## src/rtl/bin_to_bcd_seq_pkg.sv

```systemverilog
// Shared constants for the sequential binary-to-BCD converter:
// FSM state encoding and the double-dabble digit-adjust constants.
package bin_to_bcd_seq_pkg;

  localparam logic [1:0] ST_IDLE  = 2'd0;
  localparam logic [1:0] ST_SHIFT = 2'd1;
  localparam logic [1:0] ST_DONE  = 2'd2;

  // A digit at or above the threshold would exceed 9 after doubling,
  // so it is pre-corrected by adding 3 before the shift.
  localparam logic [3:0] BCD_ADJ_THRESH = 4'd5;
  localparam logic [3:0] BCD_ADJ_ADD    = 4'd3;

endpackage

```

## src/rtl/bin_to_bcd_seq_if.sv

```systemverilog
// Handshake/data bundle between a client and the BCD converter.
// The master drives start/bin_in; the slave (converter) returns results.
interface bin_to_bcd_seq_if #(
  parameter int WIDTH  = 16,
  parameter int DIGITS = 5
);

  logic                  start;
  logic [WIDTH-1:0]      bin_in;
  logic                  busy;
  logic                  done;
  logic [4*DIGITS-1:0]   bcd_out;
  logic [DIGITS-1:0]     blank_out;

  modport master (
    output start, bin_in,
    input  busy, done, bcd_out, blank_out
  );

  modport slave (
    input  start, bin_in,
    output busy, done, bcd_out, blank_out
  );

endinterface

```

## src/rtl/bin_to_bcd_seq_digit_adjust.sv

```systemverilog
// One double-dabble digit correction: d >= 5 ? d + 3 : d.
module bcd_digit_adjust
  import bin_to_bcd_seq_pkg::*;
(
  input  logic [3:0] d,
  output logic [3:0] q
);

  // Result never wraps: the largest legal input 9 becomes 12.
  assign q = (d >= BCD_ADJ_THRESH) ? d + BCD_ADJ_ADD : d;

endmodule

```

## src/rtl/bin_to_bcd_seq.sv

```systemverilog
// Sequential double-dabble converter: one input bit per clock, with a
// start/busy/done handshake and a leading-zero blanking mask for the
// downstream 7-segment decoders. Results hold until the next conversion.
module bin_to_bcd_seq
  import bin_to_bcd_seq_pkg::*;
#(
  parameter int WIDTH  = 16,
  parameter int DIGITS = 5
) (
  input  logic            clk,
  input  logic            reset,
  bin_to_bcd_seq_if.slave bus
);

  localparam int CW = $clog2(WIDTH + 1);

  logic [1:0]          state;
  logic [WIDTH-1:0]    shift;
  logic [WIDTH-1:0]    shift_next;
  logic [4*DIGITS-1:0] scratch;
  logic [4*DIGITS-1:0] adjusted;
  logic [4*DIGITS-1:0] scratch_next;
  logic [CW-1:0]       count;
  logic [DIGITS-1:0]   mask_next;
  logic [4*DIGITS-1:0] bcd_q;
  logic [DIGITS-1:0]   blank_q;

  // Per-digit +3 correction, applied to the pre-shift scratch digits.
  for (genvar i = 0; i < DIGITS; i++) begin : g_adj
    bcd_digit_adjust u_adj (
      .d(scratch[4*i +: 4]),
      .q(adjusted[4*i +: 4])
    );
  end

  // The adjusted scratch and the binary shift register move left as one word.
  assign {scratch_next, shift_next} = {adjusted, shift} << 1;

  // Leading-zero mask of the post-shift scratch: bit i set while every digit
  // from i upward is zero; digit 0 is always shown.
  always_comb begin : blank_calc
    logic upper_zero;
    // NOTE: every variable gets a default first so no path leaves it unassigned, which would infer a latch.
    upper_zero = 1'b1;
    mask_next  = '0;
    for (int i = DIGITS - 1; i >= 1; i--) begin
      upper_zero   = upper_zero & (scratch_next[4*i +: 4] == 4'd0);
      mask_next[i] = upper_zero;
    end
  end

  // Conversion FSM. The result and mask are captured on the final shift
  // so they are already valid in the DONE cycle that carries the done pulse.
  always_ff @(posedge clk) begin
    // NOTE: state registers use non-blocking assignments so all of them update together from pre-edge values.
    if (reset) begin
      state   <= ST_IDLE;
      shift   <= '0;
      scratch <= '0;
      count   <= '0;
      bcd_q   <= '0;
      blank_q <= '0;
    end else begin
      case (state)
        ST_IDLE: begin
          if (bus.start) begin
            shift   <= bus.bin_in;
            scratch <= '0;
            count   <= CW'(WIDTH);
            state   <= ST_SHIFT;
          end
        end
        ST_SHIFT: begin
          scratch <= scratch_next;
          shift   <= shift_next;
          count   <= count - 1'b1;
          if (count == CW'(1)) begin
            state   <= ST_DONE;
            bcd_q   <= scratch_next;
            blank_q <= mask_next;
          end
        end
        ST_DONE:  state <= ST_IDLE;
        default:  state <= ST_IDLE;
      endcase
    end
  end

  assign bus.busy      = (state != ST_IDLE);
  assign bus.done      = (state == ST_DONE);
  assign bus.bcd_out   = bcd_q;
  assign bus.blank_out = blank_q;

endmodule

```

## src/flat_wrapper.sv

```systemverilog
// flat-port wrapper written by rule: the top's interface ports become plain ports
module bin_to_bcd_seq_flat import bin_to_bcd_seq_pkg::*;
#(
  parameter int WIDTH  = 16,
  parameter int DIGITS = 5
)
  (clk, reset, bus_start, bus_bin_in, bus_busy, bus_done, bus_bcd_out, bus_blank_out);
  bin_to_bcd_seq_if #(.WIDTH(WIDTH), .DIGITS(DIGITS)) bus_i ();
  input  logic clk;
  input  logic reset;
  input wire logic [$bits(bus_i.start)-1:0] bus_start;
  input wire logic [$bits(bus_i.bin_in)-1:0] bus_bin_in;
  output wire logic [$bits(bus_i.busy)-1:0] bus_busy;
  output wire logic [$bits(bus_i.done)-1:0] bus_done;
  output wire logic [$bits(bus_i.bcd_out)-1:0] bus_bcd_out;
  output wire logic [$bits(bus_i.blank_out)-1:0] bus_blank_out;
  assign bus_i.start = bus_start;
  assign bus_i.bin_in = bus_bin_in;
  assign bus_busy = bus_i.busy;
  assign bus_done = bus_i.done;
  assign bus_bcd_out = bus_i.bcd_out;
  assign bus_blank_out = bus_i.blank_out;
  bin_to_bcd_seq #(.WIDTH(WIDTH), .DIGITS(DIGITS)) u_core (.clk(clk), .reset(reset), .bus(bus_i));
endmodule
```

## config.mk

```make
export PLATFORM = sky130hd
export DESIGN_NAME = bin_to_bcd_seq_flat
export DESIGN_NICKNAME = d
export VERILOG_FILES = /design/src/rtl/bin_to_bcd_seq_pkg.sv /design/src/rtl/bin_to_bcd_seq_if.sv /design/src/rtl/bin_to_bcd_seq_digit_adjust.sv /design/src/rtl/bin_to_bcd_seq.sv /design/src/flat_wrapper.sv
export SDC_FILE = /design/constraint.sdc
export NUM_CORES = 1
export LEC_CHECK = 0
export ABC_AREA = 1
export CORE_UTILIZATION = 45
export DETAILED_ROUTE_END_ITERATION = 10
export PLACE_DENSITY_LB_ADDON = 0.1
export SKIP_CTS_REPAIR_TIMING = 1
export SYNTH_ARGS = -nofsm -noshare
export SYNTH_HDL_FRONTEND = slang
export SYNTH_HIERARCHICAL = 1
export SYNTH_SLANG_ARGS = --single-unit
export TNS_END_PERCENT = 30
```

## constraint.sdc

```tcl
create_clock -name clk -period 2.05 [get_ports clk]
set_clock_uncertainty 0.15 [all_clocks]
set_input_delay 0.205 -clock clk [delete_from_list [all_inputs] [get_ports clk]]
set_output_delay 0.205 -clock clk [all_outputs]
set_load 0.02 [all_outputs]
```

==> results of run 1 <==
-- area by class of cell --
type	count	area (um2)	area share (%)
timing repair buffer	52	526	13.1
clock inverter	4	72.6	1.81
tap	96	120	2.99
multi-input combinational	295	1570	39.1
inverter	59	225	5.61
sequential	67	1340	33.5
clock buffer	12	155	3.87
-- metrics by stage --
step	worst slack [ns]	total power [mW]
final	0.120	2.97
after global routing	0.00541	3.11
after CTS	0.0992	3.01
after detailed placement	0.170	1.76
after global placement	0.222	1.75
after floorplan	0.391	1.63
-- registers in the layout (all words and copies together), names as in the netlist --
| register | count |
|---|---|
| u_core/bus.bcd_out | 20 |
| u_core/scratch | 20 |
| u_core/shift | 16 |
| u_core/count | 5 |
| u_core/bus.blank_out | 4 |
| u_core/state | 2 |
-- cell usage in the layout, fill, tap and decap left out, types with 2 or more instances in the layout --
cell type        instances
nand2_1                 91
dfxtp_1                 65
inv_1                   50
clkinv_2                 2
a31oi_1                  6
dfxtp_2                  2
bufinv_16                2
inv_2                    6
buf_4                    6
nor2_1                  30
nand3_1                 35
o21ai_0                 54
nor2_4                  11
clkbuf_8                11
a22oi_1                  2
clkdlybuf4s50_1         44
a21oi_2                  4
o21ai_2                  5
ha_1                    12
nor2_2                   2
a21oi_1                 29
buf_12                   2
nand2_2                  6
-- tightest hold or removal path: stages --
cell             delay, ns
clkdlybuf4s50_1       0.39
nand2_1               0.06
a21oi_1               0.05
-- metal layers --
layer  wire length [um]  global-route usage, %  up-vias
li1                   -                      -     1511
met2               3190                   33.4       52
met5                  0                      0        -
met3                231                   3.70        9
met1               3460                   26.9     1275
met4                103                   9.24        0
-- worst min-delay path by stage --
stage / slack (ns) / end / cells past startpoint / startpoint
floorplan: 0.20 / u_core/shift[0] / 2 / bus_bin_in[0]
global placement: 0.30 / u_core/shift[0] / 2 / u_core/shift[0]
detailed placement: 0.31 / u_core/shift[0] / 2 / u_core/shift[0]
CTS: 0.27 / u_core/shift[0] / 3 / bus_bin_in[0]
global route: 0.30 / u_core/shift[0] / 3 / bus_bin_in[0]
finish: 0.28 / u_core/shift[0] / 3 / bus_bin_in[0]
-- power groups by stage --
stage | clock network [mW] | logic (mW) | registers (mW)
finish | 1.25 | 0.332 | 1.39
global route | 1.34 | 0.373 | 1.40
CTS | 1.28 | 0.336 | 1.39
detailed placement | 0 | 0.335 | 1.42
global placement | 0 | 0.333 | 1.42
floorplan | 0 | 0.194 | 1.44
==> flow_metrics.env, run 1 <==
export IMPL_die_width_um=86.9
export IMPL_clock_latency_ns=0.34
export IMPL_finalHoldViolCount=0
export IMPL_dp_cells=569
export IMPL_ys_warn_count=6
export IMPL_root_buffer="clkbuf_8"
export IMPL_p_per_area_nw_per_um2=741
export IMPL_cts_clk_slew_worst_paths_ns=0.07
export IMPL_final_max_slew_viol_count=0
export IMPL_cts_htree_levels=3
export IMPL_viasPerCell=4.87
export IMPL_grt_pass1_wl_um=12200
export IMPL_ioPinCount=46
export IMPL_clkPwrFrac_pct=42.0
export IMPL_max_stage_delay_ns=0.61
export IMPL_place_congestion=0.818
export IMPL_synth_avg_cell_area_um2=7.36
export IMPL_vdd_drop_max_mv=0.429
export IMPL_tns_ns=0
export IMPL_hold_class="input pin to register"
export IMPL_drive_above_1_share_pct=12.9
export IMPL_setup_viol=0
export IMPL_criticalPathCategory="register to primary output"
export IMPL_synth_nets=472
export IMPL_timing_critical_path_buf_inv=2
export IMPL_holdWs_ns=0.276
export IMPL_nets=515
export IMPL_rsz0062_at_grt="no"
export IMPL_status="finished, final reports clean"
export IMPL_syn_inst=441
export IMPL_areaGrowthSynthToFinish_pct=23.7
export IMPL_dpl_cell_area_um2=3770
export IMPL_reg2regPathDepth=11
export IMPL_r2r_start="u_core/scratch[12]"
export IMPL_path_depth=3
export IMPL_reg2reg_slack_ns=0.16
export IMPL_gr_total_overflow=0
export IMPL_fill_cells=658
export IMPL_maxCapViolations=0
export IMPL_critPathMaxFanout=3
export IMPL_cp_arrival_ns=1.57
export IMPL_grt_usage_pct=20.7
export IMPL_required_ns=1.69
export IMPL_dpl_hpwl_um=4860
export IMPL_fin_crit_sh_pct=94.1
export IMPL_routed_wl_um=6980
export IMPL_core_area_um2=6870
export IMPL_crit_end="bus_done"
export IMPL_cts_inserted_buffers=9
export IMPL_drt_iter0_drc=118
export IMPL_start_util_pct=47.2
export IMPL_cts_tree="done"
export IMPL_dieHeight_um=86.9
export IMPL_first_pass_iters=4
export IMPL_detail_route_antenna_nets=0
export IMPL_antenna_found_initial=0
export IMPL_critical_path_cell_chain="inv_1 > nor2_1 > clkdlybuf4s50_1"
export IMPL_fin_util_pct=58.4
export IMPL_first_global_vias=2685
export IMPL_wire_per_inst_um=11.9
export IMPL_clock_sinks=67
export IMPL_netlist_area_um2=3240
export IMPL_row_count=30
export IMPL_pwr_share_seq_pct=46.8
export IMPL_startpoint="u_core/state[1]"
export IMPL_reg2reg_to="u_core/bus.blank_out[1]"
export IMPL_grt_start_max_net_pins=38
export IMPL_power_switching_uw=722
export IMPL_share_comb_of_total_power_pct=11.2
export IMPL_fin_crit_ns=1.93
export IMPL_vias=2847
export IMPL_dieArea_um2=7550
export IMPL_clk_path_buf_depth=2
export IMPL_slowest_stage="clkdlybuf4s50_1"
export IMPL_p_leak_nw=1.57
export IMPL_cp_end_kind="primary output"
export IMPL_diodes=0
export IMPL_port_buffers=44
export IMPL_drc_errors=0
export IMPL_fin_cells=585
export IMPL_power_share_switching_pct=24.3
export IMPL_internal_power_mw=2.25
export IMPL_cp_top_family="buffers and inverters"
export IMPL_timing_fmax_mhz=518
export IMPL_stdcell_area_um2=4010
export IMPL_cp_start_kind="register"
(Power assumes the default switching activity.)
==> run 2, diff against run 1 <==
SETUP_SLACK_MARGIN = 0.1   (was not set)
==> flow_metrics.env, run 2 (synthesis gave the netlist of run 1 again) <==
export IMPL_status="finished, final reports clean"
export IMPL_dieArea_um2=7550
export IMPL_share_comb_of_total_power_pct=11.2
export IMPL_vias=2864
export IMPL_cp_arrival_ns=1.97
export IMPL_ioPinCount=46
export IMPL_clkPwrFrac_pct=41.9
export IMPL_first_pass_iters=4
export IMPL_power_share_switching_pct=24.2
export IMPL_required_ns=2.18
export IMPL_drt_iter0_drc=114
export IMPL_cts_htree_levels=3
export IMPL_total_power_mw=2.97
export IMPL_row_count=30
export IMPL_setup_viol=0
export IMPL_root_buffer="clkbuf_8"
export IMPL_cp_top_family="simple AND/OR/NAND/NOR gates"
export IMPL_vdd_drop_max_mv=0.429
export IMPL_wire_per_inst_um=12.0
export IMPL_diodes=0
export IMPL_min_from="bus_bin_in[0]"
export IMPL_critPathMaxFanout=5
export IMPL_max_stage_delay_ns=0.40
export IMPL_drive_above_1_share_pct=13.7
export IMPL_criticalPathCategory="register to register"
export IMPL_nets=515
export IMPL_grt_usage_pct=20.7
export IMPL_startpoint="u_core/scratch[4]"
export IMPL_clk_path_buf_depth=2
export IMPL_areaGrowthSynthToFinish_pct=23.9
export IMPL_rsz0062_at_grt="yes"
export IMPL_routed_wl_um=7030
export IMPL_power_switching_uw=719
export IMPL_maxCapViolations=0
export IMPL_finalHoldViolCount=0
export IMPL_viasPerCell=4.90
export IMPL_clock_sinks=67
export IMPL_hold_class="input pin to register"
export IMPL_grt_start_max_net_pins=38
export IMPL_timing_fmax_mhz=543
export IMPL_grt_pass1_wl_um=12200
export IMPL_pwr_share_seq_pct=46.9
export IMPL_first_global_vias=2685
export IMPL_dpl_hpwl_um=4860
export IMPL_fin_crit_sh_pct=89.9
export IMPL_antenna_found_initial=0
export IMPL_critical_path_cell_chain="inv_1 > ha_1 > nor2_4 > nor2_4 > nand2_1 > o21ai_2 > inv_1 > nand3_1 > nor2_1 > nand3_1 > a21oi_1"
export IMPL_final_max_slew_viol_count=0
export IMPL_timing_critical_path_buf_inv=2
export IMPL_detail_route_antenna_nets=0
export IMPL_cts_tree="done"
export IMPL_internal_power_mw=2.25
export IMPL_p_per_area_nw_per_um2=739
export IMPL_tns_ns=0
export IMPL_mostFrequentLayoutCell="nand2_1"
export IMPL_core_area_um2=6870
export IMPL_place_congestion=0.818
export IMPL_slowest_stage="dfxtp_1"
export IMPL_cp_end_kind="register"
export IMPL_cts_clk_slew_worst_paths_ns=0.07
export IMPL_r2r_start="u_core/scratch[4]"
export IMPL_cp_start_kind="register"
export IMPL_port_buffers=44
export IMPL_gr_total_overflow=0
export IMPL_final_cell_mix="nand2_1, dfxtp_1, o21ai_0, inv_1, clkdlybuf4s50_1"
export IMPL_cts_inserted_buffers=9
export IMPL_die_width_um=86.9
export IMPL_clock_latency_ns=0.34
export IMPL_dieHeight_um=86.9
export IMPL_p_leak_nw=1.59
export IMPL_drc_errors=0
export IMPL_start_util_pct=47.2
export IMPL_fin_crit_ns=1.84
[run 2: cell count changes in the layout (fill, tap and decap cells not counted), sizes merged]
cell	before	now
clkdlybuf4s50	44	43
dlymetal6s2s	0	1
[run 2: worst min-delay path, delay by kind of cell]
family	cells	cell delay [ns]
buffers and inverters	1	0.39
and+or+nand+nor	1	0.06
AOI/OAI and AO/OA	1	0.05
[run 2: routing by layer]
metal  vias to the layer above  wire length [um]  global-route usage [%]
met5                         -                 0                       0
met4                         0               103                    9.24
met3                         9               283                    3.70
met2                        57              3250                    33.4
met1                      1288              3400                    26.9
li1                       1510                 -                       -
[run 2: worst paths after layout]
check	depth (start not counted)	slack [ns]	endpoint
worst max-delay path	11	0.21	u_core/bus.blank_out[1]
worst min-delay path	3	0.28	u_core/shift[0]
worst max register to register	11	0.21	u_core/bus.blank_out[1]
worst min register to register	2	0.32	u_core/shift[0]
[run 2: final cells by class]
| class | instances | area [um2] |
|---|---|---|
| fill | 655 | 2850 |
| multi-input combinational | 295 | 1570 |
| sequential | 67 | 1350 |
| timing repair buffer | 52 | 528 |
| inverter | 59 | 225 |
| clock buffer | 12 | 155 |
| tap | 96 | 120 |
| clock inverter | 4 | 72.6 |
[run 2: metrics by stage]
stage                     util, %  instances  area, um2  worst slack, ns  hold WS [ns]
after global routing         58.5        585       4020           0.0529         0.303
after detailed placement     54.9        569       3770            0.170         0.309
after global placement       54.9        569       3770            0.222         0.303
after CTS                    58.3        585       4000           0.0992         0.270
final                        58.5        585       4020            0.207         0.276
after floorplan                 -        441       3240            0.391         0.202
[run 2: power groups by stage]
stage | Combinational (mW) | Clock (mW) | Sequential (mW)
final | 0.332 | 1.24 | 1.39
after global routing | 0.373 | 1.34 | 1.40
after CTS | 0.336 | 1.28 | 1.39
after detailed placement | 0.335 | 0 | 1.42
after global placement | 0.333 | 0 | 1.42
after floorplan | 0.194 | 0 | 1.44
